--- src/rtl/ifmap_stream_pkg.sv ---
`default_nettype none
`timescale 1ns/1ps
// +-----------------------------------------------------------------------+
// | Module   : ifmap_stream_pkg                                           |
// | Purpose  : Shared types and constants for the ifmap stream controller |
// |            (FSM state enum, byte-lane selects, push-mode encodings).  |
// | Contents : state_e, LANE_B0..LANE_B3, PUSH_BYTE / PUSH_WORD           |
// | Revision : 1.0 - initial release                                      |
// +-----------------------------------------------------------------------+
package ifmap_stream_pkg;

   typedef enum logic [1:0] {
      ST_IDLE = 2'd0,
      ST_FILL = 2'd1,
      ST_POP  = 2'd2,
      ST_WAIT = 2'd3
   } state_e;

   // Byte lane of a GLB word, taken from the low address bits.
   localparam logic [1:0] LANE_B0 = 2'd0;   // bits  7:0
   localparam logic [1:0] LANE_B1 = 2'd1;   // bits 15:8
   localparam logic [1:0] LANE_B2 = 2'd2;   // bits 23:16
   localparam logic [1:0] LANE_B3 = 2'd3;   // bits 31:24

   // FIFO entry kind carried on push_mod_o.
   localparam logic PUSH_BYTE = 1'b0;
   localparam logic PUSH_WORD = 1'b1;

endpackage : ifmap_stream_pkg
`default_nettype wire

--- src/rtl/ifmap_stream_ctrl_lane_sel.sv ---
`default_nettype none
`timescale 1ns/1ps
// +-----------------------------------------------------------------------+
// | Module   : ifmap_lane_sel                                             |
// | Purpose  : Holds the element issued in the previous cycle (pad flag,  |
// |            byte lane, entry mode) and forms the FIFO push from the    |
// |            GLB read word that arrives one cycle after the grant.      |
// | Ports    : clk, rst_n      - clock, async active-low reset            |
// |            flush_i         - drops the held element                   |
// |            issue_i         - an element was issued this cycle         |
// |            pad_i, mode_i,  - attributes of the issued element         |
// |            lane_i                                                     |
// |            glb_rdata_i     - GLB read word                            |
// |            inflight_o      - a push is pending for this cycle         |
// |            push_o, push_mod_o, push_data_o - FIFO push interface      |
// | Revision : 1.0 - initial release                                      |
// +-----------------------------------------------------------------------+
module ifmap_lane_sel
   import ifmap_stream_pkg::*;
(
   input  logic        clk,
   input  logic        rst_n,
   input  logic        flush_i,
   input  logic        issue_i,
   input  logic        pad_i,
   input  logic        mode_i,
   input  logic [1:0]  lane_i,
   input  logic [31:0] glb_rdata_i,
   output logic        inflight_o,
   output logic        push_o,
   output logic        push_mod_o,
   output logic [31:0] push_data_o
);

   logic       valid_q;
   logic       pad_q;
   logic       mode_q;
   logic [1:0] lane_q;

   always_ff @(posedge clk or negedge rst_n) begin
      if (!rst_n) begin
         valid_q <= 1'b0;
         pad_q   <= 1'b0;
         mode_q  <= PUSH_BYTE;
         lane_q  <= LANE_B0;
      end else begin
         valid_q <= issue_i && !flush_i;
         if (issue_i) begin
            pad_q  <= pad_i;
            mode_q <= mode_i;
            lane_q <= lane_i;
         end
      end
   end

   assign inflight_o = valid_q;
   // A flush arriving while the data is on the bus discards it.
   assign push_o     = valid_q && !flush_i;
   assign push_mod_o = push_o && (mode_q == PUSH_WORD);

   always_comb begin
      push_data_o = 32'd0;
      if (push_o && !pad_q) begin
         if (mode_q == PUSH_WORD) begin
            push_data_o = glb_rdata_i;
         end else begin
            case (lane_q)
               LANE_B0: push_data_o = {24'd0, glb_rdata_i[7:0]};
               LANE_B1: push_data_o = {24'd0, glb_rdata_i[15:8]};
               LANE_B2: push_data_o = {24'd0, glb_rdata_i[23:16]};
               LANE_B3: push_data_o = {24'd0, glb_rdata_i[31:24]};
               default: push_data_o = 32'd0;
            endcase
         end
      end
   end

endmodule : ifmap_lane_sel
`default_nettype wire

--- src/rtl/ifmap_stream_ctrl.sv ---
`default_nettype none
`timescale 1ns/1ps
// +-----------------------------------------------------------------------+
// | Module   : ifmap_stream_ctrl                                          |
// | Purpose  : ifmap FIFO controller between the GLB read arbiter and the |
// |            PE-array ifmap FIFO. Produces padded rows (local zero pads,|
// |            real pixels read from GLB), then pops a per-task count of  |
// |            entries to the PE array.                                   |
// | Build    : IFMAP_BURST_EN - when defined, aligned runs of 4 real      |
// |            pixels are fetched and pushed as one word entry.           |
// | Ports    : row config  in_c_i, pad_l_i, pad_r_i, base_addr_i          |
// |            task ctrl   start_i, pop_num_i, flush_i, done_o, is_pop_o  |
// |            GLB side    glb_busy_i, permit_i, glb_rdata_i,             |
// |                        read_req_o, glb_addr_o                         |
// |            FIFO side   fifo_full_i, fifo_empty_i, fifo_free_i,        |
// |                        push_o, push_data_o, push_mod_o, pop_o         |
// |            PE side     pe_move_i                                      |
// | Revision : 1.0 - initial release                                      |
// +-----------------------------------------------------------------------+
module ifmap_stream_ctrl
   import ifmap_stream_pkg::*;
#(
   parameter int ADDR_W = 32,
   parameter int C_W    = 16,
   parameter int PAD_W  = 2,
   parameter int FREE_W = 5
) (
   input  logic              clk,
   input  logic              rst_n,
   input  logic [C_W-1:0]    in_c_i,
   input  logic [PAD_W-1:0]  pad_l_i,
   input  logic [PAD_W-1:0]  pad_r_i,
   input  logic [ADDR_W-1:0] base_addr_i,
   input  logic              start_i,
   input  logic [31:0]       pop_num_i,
   input  logic              flush_i,
   input  logic              glb_busy_i,
   input  logic              permit_i,
   input  logic [31:0]       glb_rdata_i,
   input  logic              fifo_full_i,
   input  logic              fifo_empty_i,
   input  logic [FREE_W-1:0] fifo_free_i,
   input  logic              pe_move_i,
   output logic              read_req_o,
   output logic [ADDR_W-1:0] glb_addr_o,
   output logic              push_o,
   output logic [31:0]       push_data_o,
   output logic              push_mod_o,
   output logic              pop_o,
   output logic              is_pop_o,
   output logic              done_o
);

   localparam int CNT_W = C_W + 1;

   state_e            state_q, state_d;
   logic [CNT_W-1:0]  elem_cnt_q, elem_cnt_d;
   logic [ADDR_W-1:0] read_ptr_q, read_ptr_d;
   logic [31:0]       pop_cnt_q, pop_cnt_d;
   logic [31:0]       pop_num_q, pop_num_d;

   logic [CNT_W-1:0]  w_total;
   logic [CNT_W-1:0]  w_real_lo;
   logic [CNT_W-1:0]  w_real_hi;
   logic              w_pending;
   logic              w_is_pad;
   logic              w_inflight;
   logic              w_room;
   logic              w_fill;
   logic              w_pad_issue;
   logic              w_grant;
   logic              w_word;
   logic [2:0]        w_step;
   logic              w_last_pop;

   // ---------------- row bookkeeping ----------------
   assign w_total   = CNT_W'(in_c_i) + CNT_W'(pad_l_i) + CNT_W'(pad_r_i);
   assign w_real_lo = CNT_W'(pad_l_i);
   assign w_real_hi = CNT_W'(pad_l_i) + CNT_W'(in_c_i);
   assign w_pending = (elem_cnt_q < w_total);
   assign w_is_pad  = (elem_cnt_q < w_real_lo) || (elem_cnt_q >= w_real_hi);

   // The pending push (if any) still needs a FIFO slot, so issue only
   // when more slots are free than are already spoken for.
   assign w_room = !fifo_full_i && (fifo_free_i > FREE_W'(w_inflight));
   assign w_fill = (state_q == ST_FILL);

   assign w_pad_issue = w_fill && w_pending && w_is_pad && w_room && !flush_i;
   assign read_req_o  = w_fill && w_pending && !w_is_pad && w_room;
   assign w_grant     = read_req_o && permit_i && !flush_i;

   assign glb_addr_o = base_addr_i + read_ptr_q;

`ifdef IFMAP_BURST_EN
   // Word fetch only from a 4-byte boundary of the row and only while at
   // least four real pixels remain; read_req_o already excludes pads.
   assign w_word = (read_ptr_q[1:0] == 2'b00) &&
                   ((w_real_hi - elem_cnt_q) >= CNT_W'(4));
`else
   assign w_word = 1'b0;
`endif

   assign w_step = w_word ? 3'd4 : 3'd1;

   always_comb begin
      elem_cnt_d = elem_cnt_q;
      read_ptr_d = read_ptr_q;
      if (flush_i) begin
         elem_cnt_d = '0;
         read_ptr_d = '0;
      end else if (w_pad_issue) begin
         elem_cnt_d = elem_cnt_q + CNT_W'(1);
      end else if (w_grant) begin
         elem_cnt_d = elem_cnt_q + CNT_W'(w_step);
         read_ptr_d = read_ptr_q + ADDR_W'(w_step);
      end
   end

   // ---------------- push path ----------------
   ifmap_lane_sel u_lane_sel (
      .clk         (clk),
      .rst_n       (rst_n),
      .flush_i     (flush_i),
      .issue_i     (w_pad_issue || w_grant),
      .pad_i       (w_pad_issue),
      .mode_i      (w_word ? PUSH_WORD : PUSH_BYTE),
      .lane_i      (glb_addr_o[1:0]),
      .glb_rdata_i (glb_rdata_i),
      .inflight_o  (w_inflight),
      .push_o      (push_o),
      .push_mod_o  (push_mod_o),
      .push_data_o (push_data_o)
   );

   // ---------------- pop path and FSM ----------------
   assign pop_o      = (state_q == ST_POP) && !fifo_empty_i && pe_move_i;
   assign w_last_pop = (pop_cnt_q == (pop_num_q - 32'd1));

   always_comb begin
      state_d   = state_q;
      pop_cnt_d = pop_cnt_q;
      pop_num_d = pop_num_q;
      if (flush_i) begin
         state_d   = ST_IDLE;
         pop_cnt_d = '0;
      end else begin
         case (state_q)
            ST_IDLE: begin
               if (start_i && (pop_num_i != 32'd0)) begin
                  pop_num_d = pop_num_i;
                  pop_cnt_d = '0;
                  state_d   = fifo_empty_i ? ST_FILL : ST_POP;
               end
            end
            ST_FILL: begin
               if (fifo_full_i || (!w_pending && !w_inflight)) begin
                  state_d = glb_busy_i ? ST_WAIT : ST_POP;
               end
            end
            ST_POP: begin
               if (pop_o) begin
                  pop_cnt_d = pop_cnt_q + 32'd1;
               end
               if (pop_o && w_last_pop) begin
                  state_d   = ST_IDLE;
                  pop_cnt_d = '0;
               end else if (fifo_empty_i && w_pending) begin
                  state_d = ST_FILL;
               end else if (glb_busy_i) begin
                  state_d = ST_WAIT;
               end
            end
            ST_WAIT: begin
               if (!glb_busy_i) begin
                  state_d = ST_POP;
               end
            end
            default: state_d = ST_IDLE;
         endcase
      end
   end

   always_ff @(posedge clk or negedge rst_n) begin
      if (!rst_n) begin
         state_q    <= ST_IDLE;
         elem_cnt_q <= '0;
         read_ptr_q <= '0;
         pop_cnt_q  <= '0;
         pop_num_q  <= '0;
         done_o     <= 1'b1;
         is_pop_o   <= 1'b0;
      end else begin
         state_q    <= state_d;
         elem_cnt_q <= elem_cnt_d;
         read_ptr_q <= read_ptr_d;
         pop_cnt_q  <= pop_cnt_d;
         pop_num_q  <= pop_num_d;
         done_o     <= (state_d == ST_IDLE);
         is_pop_o   <= (state_d == ST_POP);
      end
   end

endmodule : ifmap_stream_ctrl
`default_nettype wire

--- config.mk ---
export PLATFORM = sky130hd
export DESIGN_NAME = ifmap_stream_ctrl
export DESIGN_NICKNAME = d
export VERILOG_FILES = /design/src/rtl/ifmap_stream_pkg.sv /design/src/rtl/ifmap_stream_ctrl_lane_sel.sv /design/src/rtl/ifmap_stream_ctrl.sv
export SDC_FILE = /design/constraint.sdc
export NUM_CORES = 1
export LEC_CHECK = 0
export CORE_MARGIN = 4
export CORE_UTILIZATION = 30
export CTS_BUF_LIST = sky130_fd_sc_hd__clkbuf_4 sky130_fd_sc_hd__clkbuf_8
export DETAILED_ROUTE_END_ITERATION = 8
export HOLD_SLACK_MARGIN = 0.02
export PLACE_DENSITY_LB_ADDON = 0.2
export SYNTH_ARGS = -nofsm -noshare
export SYNTH_HDL_FRONTEND = slang
export SYNTH_SLANG_ARGS = --single-unit
--- constraint.sdc ---
create_clock -name clk -period 4.8 [get_ports clk]
set_input_delay 0.72 -clock clk [delete_from_list [all_inputs] [get_ports clk]]
set_output_delay 0.72 -clock clk [all_outputs]
set_load 0.005 [all_outputs]
# Word level (Yosys, flattened, before mapping)
# Index checks and enable logic that the tools add are counted.
[totals]
inputBits = 130
latchBits = 0
elab_cells = 94
mem_bits_rw = 0
rom_bits = 0
reg_bits = 121
mem_count = 0
[classes]
n_eq_ne = 11
mul = 0
mux = 23
n_addsub = 7
bitwise_logic = 1
div = 0
n_shift = 0
reduce_logical = 38
n_lt_le_gt_ge = 4
[ops]
columns = ["operator", "count"]
rows = [
  ["$mux W32", 8],
  ["$pmux W32 S4", 1],
  ["$add A32 B1 Y32 const B", 2],
  ["$pmux W32 S2", 1],
  ["$mux W17", 3],
  ["$add A32 B32 Y32", 1],
  ["$eq A32 B32 Y1", 1],
  ["$reduce_bool A32 Y1", 1],
  ["$sub A32 B1 Y32 const B", 1],
  ["$logic_and A1 B1 Y1", 18],
  ["$add A17 B1 Y17 const B", 1],
  ["$add A17 B2 Y17", 1],
  ["$add A2 B16 Y17", 1],
  ["$ge A17 B17 Y1", 1],
  ["$lt A17 B17 Y1", 1],
  ["$lt A17 B2 Y1", 1],
  ["$mux W2", 8],
  ["$eq A2 B2 Y1 const B", 5],
  ["$pmux W2 S4", 1],
  ["$logic_not A1 Y1", 7],
  ["$logic_not A2 Y1", 3],
  ["$reduce_and A3 Y1", 2],
  ["$reduce_bool A3 Y1", 2],
  ["$gt A5 B1 Y1", 1],
  ["9 further kinds", 12],
]

# Depth between registers and ports, before layout
[logic_depth]
depth_word = 11
depth_mapped = 21

# Modules after synthesis
# A second synthesis with hierarchy kept.
[unflattened]
cells_unflattened = 1285
area_unflattened_um2 = 10983.0
[modules_own_cells]
columns = ["mod", "area_per_inst_um2", "cells_each", "n_inst", "seq_area_each_um2"]
rows = [
  ["ifmap_stream_ctrl", 10318.6, 1204, 1, 2929.1],
  ["ifmap_lane_sel", 664.4, 81, 1, 125.1],
]

# Worst setup path after synthesis
# OpenSTA, ideal clock, no wires.
[synth_timing]
kind = "input to register"
from = "input in_c_i[0]"
to = "register elem_cnt_q[16]"
t_arrival_ns = 5.283
slack_ns = -0.608
n_path_buf = 0
setup_ns = 0.125
path_stages = 19
cell_sequence = "ha_1 > fa_1 > nand3_1 > xor2_1 > nor4_1 > nor3b_1 > nor2b_1 > nand3_1 > nor3_1 > xor2_1 > ha_1 > a21o_1 > a21o_1 > a21oi_1 > o21ai_0 > nor3_1 > o21ai_1 > a211oi_1 > mux2_2"
[synth_between]
elab_chain_len = 9
word_cells_on_any_way = 17
classes_between = "2 x add/sub; 2 x order compare; 2 x mux; 11 x reduce/logical"
[synth_rtl]
columns = ["element", "line", "text"]
rows = [
  ["start: declaration", "ifmap_stream_ctrl.sv:30", "input logic [C_W-1:0] in_c_i,"],
  ["$add A2 B16 Y17 (*)", "ifmap_stream_ctrl.sv:77, ifmap_stream_ctrl.sv:79", ""],
  ["$add A17 B2 Y17 / $ge A17 B17 Y1 (equally long branches)", "ifmap_stream_ctrl.sv:77, ifmap_stream_ctrl.sv:81", ""],
  ["$lt A17 B17 Y1 / $logic_or A1 B1 Y1 (equally long branches)", "ifmap_stream_ctrl.sv:80, ifmap_stream_ctrl.sv:81", ""],
  ["$logic_and A1 B1 Y1 / $logic_not A1 Y1 (equally long branches)", "ifmap_stream_ctrl.sv:88, ifmap_stream_ctrl.sv:89", ""],
  ["$logic_and A1 B1 Y1, on equally long branches (2 in series)", "ifmap_stream_ctrl.sv:88, ifmap_stream_ctrl.sv:89", ""],
  ["$logic_and A1 B1 Y1, on equally long branches", "ifmap_stream_ctrl.sv:88, ifmap_stream_ctrl.sv:90", ""],
  ["$mux W17 / $logic_and A1 B1 Y1 (equally long branches)", "ifmap_stream_ctrl.sv:111, ifmap_stream_ctrl.sv:90", ""],
  ["$mux W17 / $reduce_bool A3 Y1 (equally long branches)", "-", ""],
  ["end signal: assignment", "ifmap_stream_ctrl.sv:194", "elem_cnt_q <= elem_cnt_d;"],
  ["end: declaration", "ifmap_stream_ctrl.sv:57", "logic [CNT_W-1:0] elem_cnt_q, elem_cnt_d;"],
]
# Every way passes the cells marked *; elsewhere a longest branch is shown, timed or not.
# A chain may end at the register's enable or synchronous reset.

# Worst setup path in the final report
[layout_timing]
from = "input in_c_i[1]"
to = "output read_req_o"
[layout_between]
elab_chain_len = 6
word_cells_on_any_way = 9
classes_between = "2 x add/sub; 2 x order compare; 5 x reduce/logical"
[layout_rtl]
columns = ["element", "line", "text"]
rows = [
  ["$add A2 B16 Y17 (*)", "ifmap_stream_ctrl.sv:77, ifmap_stream_ctrl.sv:79", ""],
  ["$add A17 B2 Y17 / $ge A17 B17 Y1 (equally long branches)", "ifmap_stream_ctrl.sv:77, ifmap_stream_ctrl.sv:81", ""],
  ["$lt A17 B17 Y1 / $logic_or A1 B1 Y1 (equally long branches)", "ifmap_stream_ctrl.sv:80, ifmap_stream_ctrl.sv:81", ""],
  ["$logic_and A1 B1 Y1 / $logic_not A1 Y1 (equally long branches)", "ifmap_stream_ctrl.sv:89", "assign read_req_o = w_fill && w_pending && !w_is_pad && w_room;"],
  ["$logic_and A1 B1 Y1 (*) (2 in series)", "ifmap_stream_ctrl.sv:89", ""],
  ["end: declaration", "ifmap_stream_ctrl.sv:44", "output logic read_req_o,"],
]
# Marks and branches as above.

==> impl_metrics.csv <==
group,metric,value,unit
yosys,yosys_warnings,0,
global_routing,grt_max_degree,62,
yosys,synth_top_area_share,29.17,%
sta,holdWs,0.3771,ns
clocking,cts_tree,"built",
clocking,clk_latency,0.45,ns
placement,portBuffers,174,
sta,rsz0062_at_grt,"true",
setup_path,r2r_start,"pop_num_q[0]",
placement,dp_hpwl,23100,µm
power,p_switching,1.026,mW
sta,skew,0.02604,ns
layout,fillers,3400,
sta,hold_viol,0,
clocking,cts.sinks,121,
placement,gp_congestion,0.8225,
setup_path,cp.arrival,4.11,ns
die,die-area,37350,µm²
power,p_clk_share,31.5,%
sta,max_slew.worst_pin.slew,1.150,ns
detailed_routing,dr.first_iter.drc_count,473,
yosys,synth-async-reset-ratio,100.0,%
detailed_routing,drc,0,
sta,fmax,0.2072,GHz
yosys,yosysSeqAreaShare,29.42,%
die,initial_core_util,30.55,%
power,power_frac_seq,40.0,%
die,ios,200,
global_routing,grt_pass1_wl,48540,µm
clocking,root_buffer,"clkbuf_8",
setup_path,cp-start-kind,"input pin",
yosys,synth.distinct_cells,68,
detailed_routing,drt_wl_total,29880,µm
sta,min_period,4.827,ns
clocking,cts_inserted_buffers,17,
placement,pre_cts_ws,-0.9463,ns
sta,slew_headroom,23.08,%
layout,antennaDiodeCount,0,
detailed_routing,dr.pass1.iters,5,
outcome,status,"finished, violations left",
setup_path,worst_ep_required_time,4.08,ns
power,swShare,32.12,%
setup_path,rr_worst_depth,12,
detailed_routing,via_count,9637,
global_routing,grt_pass1_vias,9573,
job,max_cap_violations,0,
yosys,synth_top_cell_by_area,"dfrtp_1",
sta,drv_slew,0,
yosys,synth-seq-cells,121,
global_routing,grt_remaining_overflow,0,
sta,worst_slack,-0.02732,ns
layout,nNetsFinal,1671,
sta,setup_viol,1,
setup_path,r2r_slack,0.65,ns
setup_path,critPathCaptureType,"output port",
power,power_density,226.1,nW/µm²
power,cellLeakagePower,6.028,nW
power,p_int,2.168,mW
die,core_area,33700,µm²
die,die_h,193.3,µm
yosys,syn_area,10300,µm²
setup_path,crit_path_max_fanout,3,
power,power.total,3.195,mW
setup_path,crit_type,"input pin to output port",
worst_hold_path,hold_path.class,"input pin to async pin",
yosys,syn_area_per_cell,8.674,µm²
global_routing,grt_use_total,15.37,%
outcome,violations,"negative setup slack",
layout,multi_input_area,7219,µm²
setup_path,reg2reg_to,"pop_cnt_q[2]",
clocking,htree_levels,4,
detailed_routing,post_drt_wl_per_cell,15.52,µm
power,combinationalPowerShare,28.5,%
yosys,synth-edff-count,0,
detailed_routing,viasPerCell,5.006,
yosys,ys_top_cells_by_area,"dfrtp_1 29%, ha_1 9.0%, xnor2_1 5.8%",
layout,seq_area,3029,µm²
detailed_routing,drtAntennaViolNets,0,
layout,final_area,14130,µm²
power,ir_drop,0.0001750,V
die,rows,67,
yosys,synth_top_flop_cell,"dfrtp_1",
clocking,cts_buffer_depth,2,
yosys,syn_inst,1187,
die,die_x,193.3,µm
clocking,path_clk_slew,0.10,ns
sta,fin_crit_sh,100.6,%
layout,drive_gt1_share,19.23,%
global_routing,antenna_found_initial,0,
layout,area_growth,37.26,%
placement,dpl_cell_area,13240,µm²
-- power groups by stage --
stage               clock [mW]  sequential, mW  combinational (mW)
finish                    1.01            1.28               0.911
global route              1.07            1.30                1.01
CTS                       1.04            1.28               0.911
detailed placement           0            1.30               0.901
global placement             0            1.30               0.889
floorplan                    0            1.21               0.608
-- routing by layer --
metal,global-route usage (%),vias to the layer above,part of all wire [%]
li1,-,4840,-
met1,20.16,4572,46
met2,27.15,211,50
met3,2.226,14,3.9
met4,3.016,0,0.74
met5,0,-,0
-- layout by cell type, fill, tap and decap left out, drive strengths merged, types with 41 or more instances in the layout --
master,instances
clkdlybuf4s50,160
nand2,74
xnor2,68
xor2,56
ha,74
nand3,59
buf,128
inv,54
mux2,41
o21ai,57
a21oi,71
nor2,97
dfrtp,120
-- synthesized netlist by cell type, types with 38 or more instances --
master / count
a21oi_1: 70
nand2_1: 74
nand4_1: 38
dfrtp_1: 120
xnor2_1: 68
nand3_1: 58
inv_1: 50
xor2_1: 56
mux2_2: 41
ha_1: 74
nor2_1: 97
o21ai_0: 56
-- worst max-delay path by stage --
| stage | slack (ns) | from | end | cells after the start |
|---|---|---|---|---|
| after floorplan | -0.01 | in_c_i[0] | read_ptr_q[28] | 21 |
| after global placement | -0.89 | pad_l_i[0] | read_req_o | 19 |
| after detailed placement | -0.95 | pad_l_i[0] | read_req_o | 19 |
| after CTS | -0.12 | pad_l_i[0] | read_req_o | 19 |
| after global routing | -0.21 | in_c_i[1] | read_req_o | 19 |
| final | -0.03 | in_c_i[1] | read_req_o | 18 |
-- cell type report --
type | count | share of cell area [%]
clock buffers | 19 | 1.762
clock inverters | 13 | 1.178
inverters | 50 | 1.328
multi-input cells | 978 | 51.08
flip-flops and latches | 121 | 21.43
well taps | 448 | 3.966
repair buffers | 296 | 19.25
-- critical path: stages --
cell     delay [ns]
buf_8          0.10
ha_4           0.22
a21o_1         0.18
and2_4         0.17
xnor2_4        0.14
nor4_4         0.30
nor3b_4        0.24
nor2b_4        0.18
nand3_2        0.11
buf_6          0.14
o31a_1         0.30
ha_1           0.32
nand4_1        0.14
nor3_2         0.06
o21a_1         0.14
or3_4          0.41
nor2_4         0.13
buf_6          0.11
-- timing repair --
action                     4_1_cts  5_1_grt
hold buffers                     0        0
hold endpoints to repair         0        0
pin swaps                       21       43
setup endpoints to repair       51       56
gates cloned                     0        1
buffers inserted                 8        8
gates resized for setup         43       58
-- kinds of logic (layout without fill, tap and decap cells) --
kind of cell	after synthesis	count (layout)	synth area share, %
muxes	65	65	7.789
buffers and inverters	112	378	5.225
other	1	25	0.03642
AOI/OAI and AO/OA	232	232	14.17
xor gates and xnor gates	124	124	10.55
adders and majority gates	77	77	9.576
DFF	121	121	29.42
and+or+nand+nor	455	455	23.23
-- through the flow --
step           std cells  setup TNS [ns]  utilization [%]
3_3_place_gp        1876          -31.08            39.29
4_1_cts             1916         -0.1152            40.86
5_1_grt             1925          -2.255            41.94
6_report            1925        -0.02732            41.94
2_1_floorplan       1211        -0.01408                -
3_5_place_dp        1876          -35.00            39.29
-- registers in the layout, summed over array words and instances (netlist names) --
name and cells:
done_o 1, elem_cnt_q 17, is_pop_o 1, pop_cnt_q 32
pop_num_q 32, read_ptr_q 32, state_q 2, u_lane_sel.inflight_o 1
u_lane_sel.lane_q 2, u_lane_sel.pad_q 1
No activity file was read; power rests on OpenSTA's default activity.
